===== src/rtl/cfb_dec_chain_ctrl.sv =====
// ---------------------------------------------------------------------------
// cfb_dec_chain_ctrl
//   Sequential front end for a combinational AES-128 CFB decrypt core.
//   This block registers the key, the chaining IV and one ciphertext block,
//   and holds them on the core inputs. It waits a fixed number of cycles for
//   the core to settle, captures the core output and presents it on a
//   valid/ready stream. After each block, the ciphertext just consumed
//   becomes the next IV (CFB chaining).
//
// Ports
//   i_clk, i_rst          clock; synchronous active-high reset
//   i_key_in, i_iv_in     key and initial IV, sampled on i_iv_load
//   i_iv_load             start a new message (accepted only in IDLE)
//   i_in_valid/o_in_ready ciphertext input handshake, data on i_in_data
//   o_core_key/iv/image   registered, stable inputs to the core
//   i_core_result         core output (plaintext)
//   o_out_valid/i_out_ready plaintext output handshake, data on o_out_data
//   o_busy                high whenever the FSM is not in IDLE
//   o_blk_count           blocks delivered since the last i_iv_load (wraps)
// ---------------------------------------------------------------------------
module cfb_dec_chain_ctrl #(
    parameter int unsigned CORE_LAT = 4,
    parameter int unsigned CNT_W    = 32
) (
    input  logic             i_clk,
    input  logic             i_rst,
    input  logic [127:0]     i_key_in,
    input  logic [127:0]     i_iv_in,
    input  logic             i_iv_load,
    input  logic             i_in_valid,
    output logic             o_in_ready,
    input  logic [127:0]     i_in_data,
    output logic [127:0]     o_core_key,
    output logic [127:0]     o_core_iv,
    output logic [127:0]     o_core_image,
    input  logic [127:0]     i_core_result,
    output logic             o_out_valid,
    input  logic             i_out_ready,
    output logic [127:0]     o_out_data,
    output logic             o_busy,
    output logic [CNT_W-1:0] o_blk_count
);

    localparam int unsigned WAIT_W = (CORE_LAT > 1) ? $clog2(CORE_LAT) : 1;

    typedef enum logic [1:0] {
        StIdle,
        StWait,
        StOut
    } state_e;

    state_e            r_state;
    state_e            w_state_next;
    logic [WAIT_W-1:0] r_cnt;
    logic [WAIT_W-1:0] w_cnt_next;
    logic [127:0]      r_key;
    logic [127:0]      w_key_next;
    logic [127:0]      r_iv;
    logic [127:0]      w_iv_next;
    logic [127:0]      r_image;
    logic [127:0]      w_image_next;
    logic [127:0]      r_out_data;
    logic [127:0]      w_out_data_next;
    logic              r_out_valid;
    logic              w_out_valid_next;
    logic [CNT_W-1:0]  r_blk_count;
    logic [CNT_W-1:0]  w_blk_count_next;
    logic              w_in_ready;

    always_comb begin
        w_state_next     = r_state;
        w_cnt_next       = r_cnt;
        w_key_next       = r_key;
        w_iv_next        = r_iv;
        w_image_next     = r_image;
        w_out_data_next  = r_out_data;
        w_out_valid_next = r_out_valid;
        w_blk_count_next = r_blk_count;
        // iv_load takes priority over a simultaneous block in IDLE
        w_in_ready       = (r_state == StIdle) && !i_iv_load;

        unique case (r_state)
            StIdle: begin
                if (i_iv_load) begin
                    w_key_next       = i_key_in;
                    w_iv_next        = i_iv_in;
                    w_blk_count_next = '0;
                end else if (i_in_valid) begin
                    w_image_next = i_in_data;
                    w_cnt_next   = WAIT_W'(CORE_LAT - 1);
                    w_state_next = StWait;
                end
            end
            StWait: begin
                // Core inputs are frozen here; the core gets CORE_LAT cycles to settle.
                if (r_cnt != '0) begin
                    w_cnt_next = r_cnt - WAIT_W'(1);
                end else begin
                    w_out_data_next  = i_core_result;
                    w_iv_next        = r_image;
                    w_out_valid_next = 1'b1;
                    w_state_next     = StOut;
                end
            end
            StOut: begin
                if (i_out_ready) begin
                    w_out_valid_next = 1'b0;
                    w_blk_count_next = r_blk_count + CNT_W'(1);
                    w_state_next     = StIdle;
                end
            end
            default: begin
                w_state_next = StIdle;
            end
        endcase
    end

    always_ff @(posedge i_clk) begin
        if (i_rst) begin
            r_state     <= StIdle;
            r_cnt       <= '0;
            r_key       <= '0;
            r_iv        <= '0;
            r_image     <= '0;
            r_out_data  <= '0;
            r_out_valid <= 1'b0;
            r_blk_count <= '0;
        end else begin
            r_state     <= w_state_next;
            r_cnt       <= w_cnt_next;
            r_key       <= w_key_next;
            r_iv        <= w_iv_next;
            r_image     <= w_image_next;
            r_out_data  <= w_out_data_next;
            r_out_valid <= w_out_valid_next;
            r_blk_count <= w_blk_count_next;
        end
    end

    assign o_in_ready   = w_in_ready;
    assign o_core_key   = r_key;
    assign o_core_iv    = r_iv;
    assign o_core_image = r_image;
    assign o_out_valid  = r_out_valid;
    assign o_out_data   = r_out_data;
    assign o_busy       = (r_state != StIdle);
    assign o_blk_count  = r_blk_count;

endmodule


===== config.mk =====
export PLATFORM = sky130hd
export DESIGN_NAME = cfb_dec_chain_ctrl
export DESIGN_NICKNAME = d
export VERILOG_FILES = /design/src/rtl/cfb_dec_chain_ctrl.sv
export SDC_FILE = /design/constraint.sdc
export NUM_CORES = 1
export LEC_CHECK = 0
export CAP_MARGIN = 15
export CELL_PAD_IN_SITES_DETAIL_PLACEMENT = 0
export CELL_PAD_IN_SITES_GLOBAL_PLACEMENT = 1
export CORE_AREA = 4 4 413 415
export DETAILED_ROUTE_END_ITERATION = 10
export DIE_AREA = 0 0 417 419
export GPL_TIMING_DRIVEN = 0
export PLACE_DENSITY = 0.41
export SETUP_SLACK_MARGIN = 0.3
export SKIP_CTS_REPAIR_TIMING = 1
export SLEW_MARGIN = 25
export SYNTH_ARGS = -nofsm -noshare
export SYNTH_HDL_FRONTEND = slang
export SYNTH_SLANG_ARGS = --single-unit

===== constraint.sdc =====
create_clock -name i_clk -period 2.4 [get_ports i_clk]
set_input_delay 0.6 -clock i_clk [delete_from_list [all_inputs] [get_ports i_clk]]
set_output_delay 0.6 -clock i_clk [all_outputs]
set_load 0.05 [all_outputs]

**Yosys cells after proc, flatten, opt, wreduce, memory -nomap -nowiden**

Cells that the tools add are included.

- Bits of input ports: 517
- Register bits after elaboration: 549

- Add/subtract/negate cells: 2
- Mux-type cells: 18
- Reduce and logical (&&, ||, !) cells: 16
- Bitwise logic cells: 2
- Equality and inequality tests: 8

Operator list:

| kind | number |
|---|---|
| $mux 128 | 2 |
| $pmux 128 s2 | 1 |
| $mux 32 | 2 |
| $pmux 32 s2 | 1 |
| $add 32x1->32 const B | 1 |
| $mux 2 | 7 |
| $ne 2x2->1 const B | 6 |
| $reduce_and 3->1 | 4 |
| $reduce_bool 2->1 | 5 |
| $reduce_and 4->1 | 2 |
| $pmux 2 s3 | 1 |
| $pmux 2 s2 | 1 |
| $reduce_and 2->1 | 2 |
| $eq 2x1->1 const B | 1 |
| $eq 2x2->1 const B | 1 |
| $logic_not 2->1 | 1 |
| $mux 1 | 2 |
| $not 1->1 | 2 |
| $pmux 1 s2 | 1 |
| $sub 2x1->2 const B | 1 |
| $logic_and 1x1->1 | 1 |
| $logic_not 1->1 | 1 |

**Depth between registers and ports, before layout**

- Depth after elaboration: 3
- Gate-level depth with buffers: 8
- Depth with buffers taken out: 6

**Worst setup path after synthesis**

Ideal clock, no wire load.

- Kind: input -> register
- From: in i_iv_load
- To: reg r_image[100] (netlist: o_core_image[100])
- Stages: 7
- Library setup time: 70 ps
- Slack: -395 ps
- Arrival time: 2725 ps
- Buffers on the path: 3
- Cells stage by stage: nor3_1 and2_0 clkbuf_1 clkbuf_1 buf_2 nand2_1 a21oi_1

- Cells in the longest elaborated chain, start to end: 2

Ends and longest elaborated chain:

| element | line | text |
|---|---|---|
| start, declared | 29 | `input logic i_iv_load,` |
| $not 1->1 (no source line) | -- |  |
| $reduce_and 3->1 (no source line) | -- |  |
| end signal, assigned | 133 | `r_image <= w_image_next;` |
| end, declared | 60 | `logic [127:0] r_image;` |

Every way passes these cells.
A chain may end at the register's enable or synchronous reset.

**Final worst setup path**

- From: reg r_key[78] (netlist: o_core_key[78])
- To: out o_core_key[78]

RTL lines:

| element | line | text |
|---|---|---|
| start, declared | 56 | `logic [127:0] r_key;` |
| start signal, assigned | 131 | `r_key <= w_key_next;` |
| end, declared | 33 | `output logic [127:0] o_core_key,` |

No word-level cell between the ends.

==> run metrics <==
DR pass1 iterations=5; EDFF count, synth=0; Hold Crit Start=o_core_key[117]$_SDFFE_PP0P_; TritonCTS Sinks=549; Post-Synth Adder-Cell Area=0.00123; clk_lat worst skew=670 ps; Final Hold Fails=0; setup ws final=-7.37 ps; Post-Syn Nets=2,965; Num CTS Buffers=80; crit-path max cell delay=830 ps; post-synthesis mux area share=0.0648; critical path type=register to output pin; Rel. slew slack=0.295; Ports=1,064; Combinational Power Share=0.226; antenna violations before repair=49; launch point of the worst path=o_core_key[78]$_SDFFE_PP0P_; Post-Synth XOR/XNOR Area=0.00388; CP delay by family, top=buffers and inverters; post-DP HPWL=120,000 um; most common cell after layout, fill and taps aside=nand2_1; Setup crit end kind=output pin; clk buf depth=3; Via Count=22,000; Worst Skew=31.0 ps; final setup vio count=1; final WL=149,000 um; routed via count divided by cell count=3.73; Compound-Gate Fraction of Synth Area=0.155; I/O Buffers=1,062; Tot GR Track Use=0.161; CP Buf/Inv Count=1; worst hold stages=2; chip height=419 um; commonest cells after routing, fill and taps aside=778 x nand2_1, 520 x dfxtp_1, 515 x clkdlybuf4s50_1; combinational family with the most area after synthesis=simple AND/OR/NAND/NOR gates; Reg clk slew, reported paths=60 ps; largest net degree at the start of global routing=12; synth warn=0; global route total overflow=0; cell taking the most area after synthesis=dfxtp_1; reg2reg end=o_blk_count[30]$_SDFFE_PP0P_; die area=175,000 um2; Synth Flop Type=dfxtp_1; failing checks=negative setup slack; Die W=417 um; ANT nets after route=0; #FFs+latches synth=549; R2R cell count=7; final core utilization=0.226; pwr dens=753 nW/um2; worst path arrival time=1810 ps; initial core utilization=0.122; Power, Total=0.0284 W; htree depth=3; Detailed Route Iter0 Violations=1,040; Least-Margin Pin Slew=1060 ps; status=finished with violations; Mapped Cells=2,446; Pleak=21.3 nW; reg2reg setup slack=70 ps; WHS Endpoint=o_core_key[117]$_SDFFE_PP0P_; placeable core area=167,000 um2; CP Max Fanout=2; switching pwr=0.00947 W; Synth Cell Area=20,300 um2; sw frac=0.334; number of global-route vias before repair=21,700; worst vdd ir=0.478 mV; Final period util=1.00; top cell type's share of synthesized area=0.541; startpoint types=register; max-cap viol count=0; gpl congestion=0.840; CP Data Required Time=1800 ps; internal power=0.0189 W; Unique masters post-synth=35; # rows=150; fin crit period=2410 ps; share of cells above drive strength 1=0.100; drc violations=0; register area share after synthesis=0.541; FMAX=0.415 GHz; CTS tree=built; Root Driver=clkbuf_16; RR Startpoint=o_blk_count[0]$_SDFFE_PP0P_; average size of a mapped cell=8.30 um2; wire per inst=25.3 um; Nets=4,114; first-pass GRT wire length=194,000 um; Worst path slowest cell=clkdlybuf4s50_1; RSZ-0062 raised after global routing=true; Max Slew Vio Count=0; async set-reset flop share out of synthesis=0; Synth Area in Simple Gates=0.192; clock share of power=0.419; Hold Crit Class=register to register; area grow syn2layout=85.7%; synth top area cells=dfxtp_1 54%, nand2_1 14%, a21oi_1 10%, mux2i_1 6.4%, a211oi_1 4.8%; Reg power frac=0.355; CP Cell Sequence=clkdlybuf4s50_1
==> synthesized netlist by cell type, drive strengths merged, types with 2 or more instances <==
| library cell | count |
|---|---|
| nand2 | 779 |
| and4 | 2 |
| nor2 | 147 |
| mux2i | 130 |
| or3 | 5 |
| a21oi | 406 |
| o31ai | 15 |
| inv | 10 |
| o21ai | 5 |
| a211oi | 130 |
| or2 | 2 |
| nand3b | 2 |
| nand3 | 5 |
| nand4 | 11 |
| ha | 2 |
| buf | 37 |
| nor4 | 4 |
| dfxtp | 549 |
| nor3 | 5 |
| clkbuf | 163 |
| or4 | 18 |
| nand2b | 4 |
| xor2 | 3 |
| xnor2 | 6 |
==> metrics by stage <==
step           hold slack (ps)  cell area (um2)  TNS (ps)  setup WS (ps)  cells
3_5_place_dp               446            33900   -437580          -1410   5716
2_1_floorplan              443            20300         0            303   2446
5_1_grt                    425            37700      -344          -86.7   5880
3_3_place_gp               442            33700   -592920          -1850   5712
6_report                   448            37700     -7.37          -7.37   5886
4_1_cts                    395            36400   -230140           -779   5856
==> kinds of logic (layout without fill, tap and decap cells) <==
| logic type | Yosys count | after routing |
|---|---|---|
| flops | 549 | 549 |
| other cells | 0 | 29 |
| fa+ha+maj | 2 | 2 |
| simple gates | 988 | 988 |
| buf+inv | 210 | 1417 |
| mux | 131 | 131 |
| xor+xnor | 9 | 9 |
| compound gates | 557 | 557 |
==> power by group through the flow <==
stage	Sequential [W]	Clock, W	Combinational (W)
2_1_floorplan	0.0122	0	0.00136
3_3_place_gp	0.0103	0	0.00653
3_5_place_dp	0.0103	0	0.00654
4_1_cts	0.0101	0.0124	0.00657
5_1_grt	0.0101	0.0127	0.00675
6_report	0.0101	0.0119	0.00641
==> worst max-delay path by stage <==
stage | endpoint | depth (start not counted)
floorplan | o_blk_count[31]$_SDFFE_PP0P_ | 5
global placement | o_core_iv[122]$_SDFFE_PP0P_ | 7
detailed placement | o_core_iv[117]$_SDFFE_PP0P_ | 6
CTS | o_core_iv[121]$_SDFFE_PP0P_ | 7
global route | o_core_key[78] | 1
finish | o_core_key[78] | 1
==> layer usage <==
layer  part of all wire  track usage
met1               0.39        0.180
met2               0.52        0.289
met3              0.061       0.0492
met4              0.027       0.0558
met5            0.00057      0.00306
==> sequential cells by signal, indices dropped and copies added (netlist names) <==
name          count
o_core_image    128
o_core_iv       128
o_core_key      128
o_out_data      128
o_blk_count      32
r_cnt             2
r_state           2
o_out_valid       1
==> cell type report <==
cell class / count / area, um2
Clock buffer: 123 / 2410
Timing Repair Buffer: 1067 / 11600
Multi-Input combinational cell: 1687 / 8550
Fill cell: 18600 / 129000
Buffer: 200 / 1060
Antenna cell: 29 / 72.6
Sequential cell: 549 / 11000
Clock inverter: 17 / 180
Tap cell: 2204 / 2760
Inverter: 10 / 37.5
(Power assumes the default switching activity.)
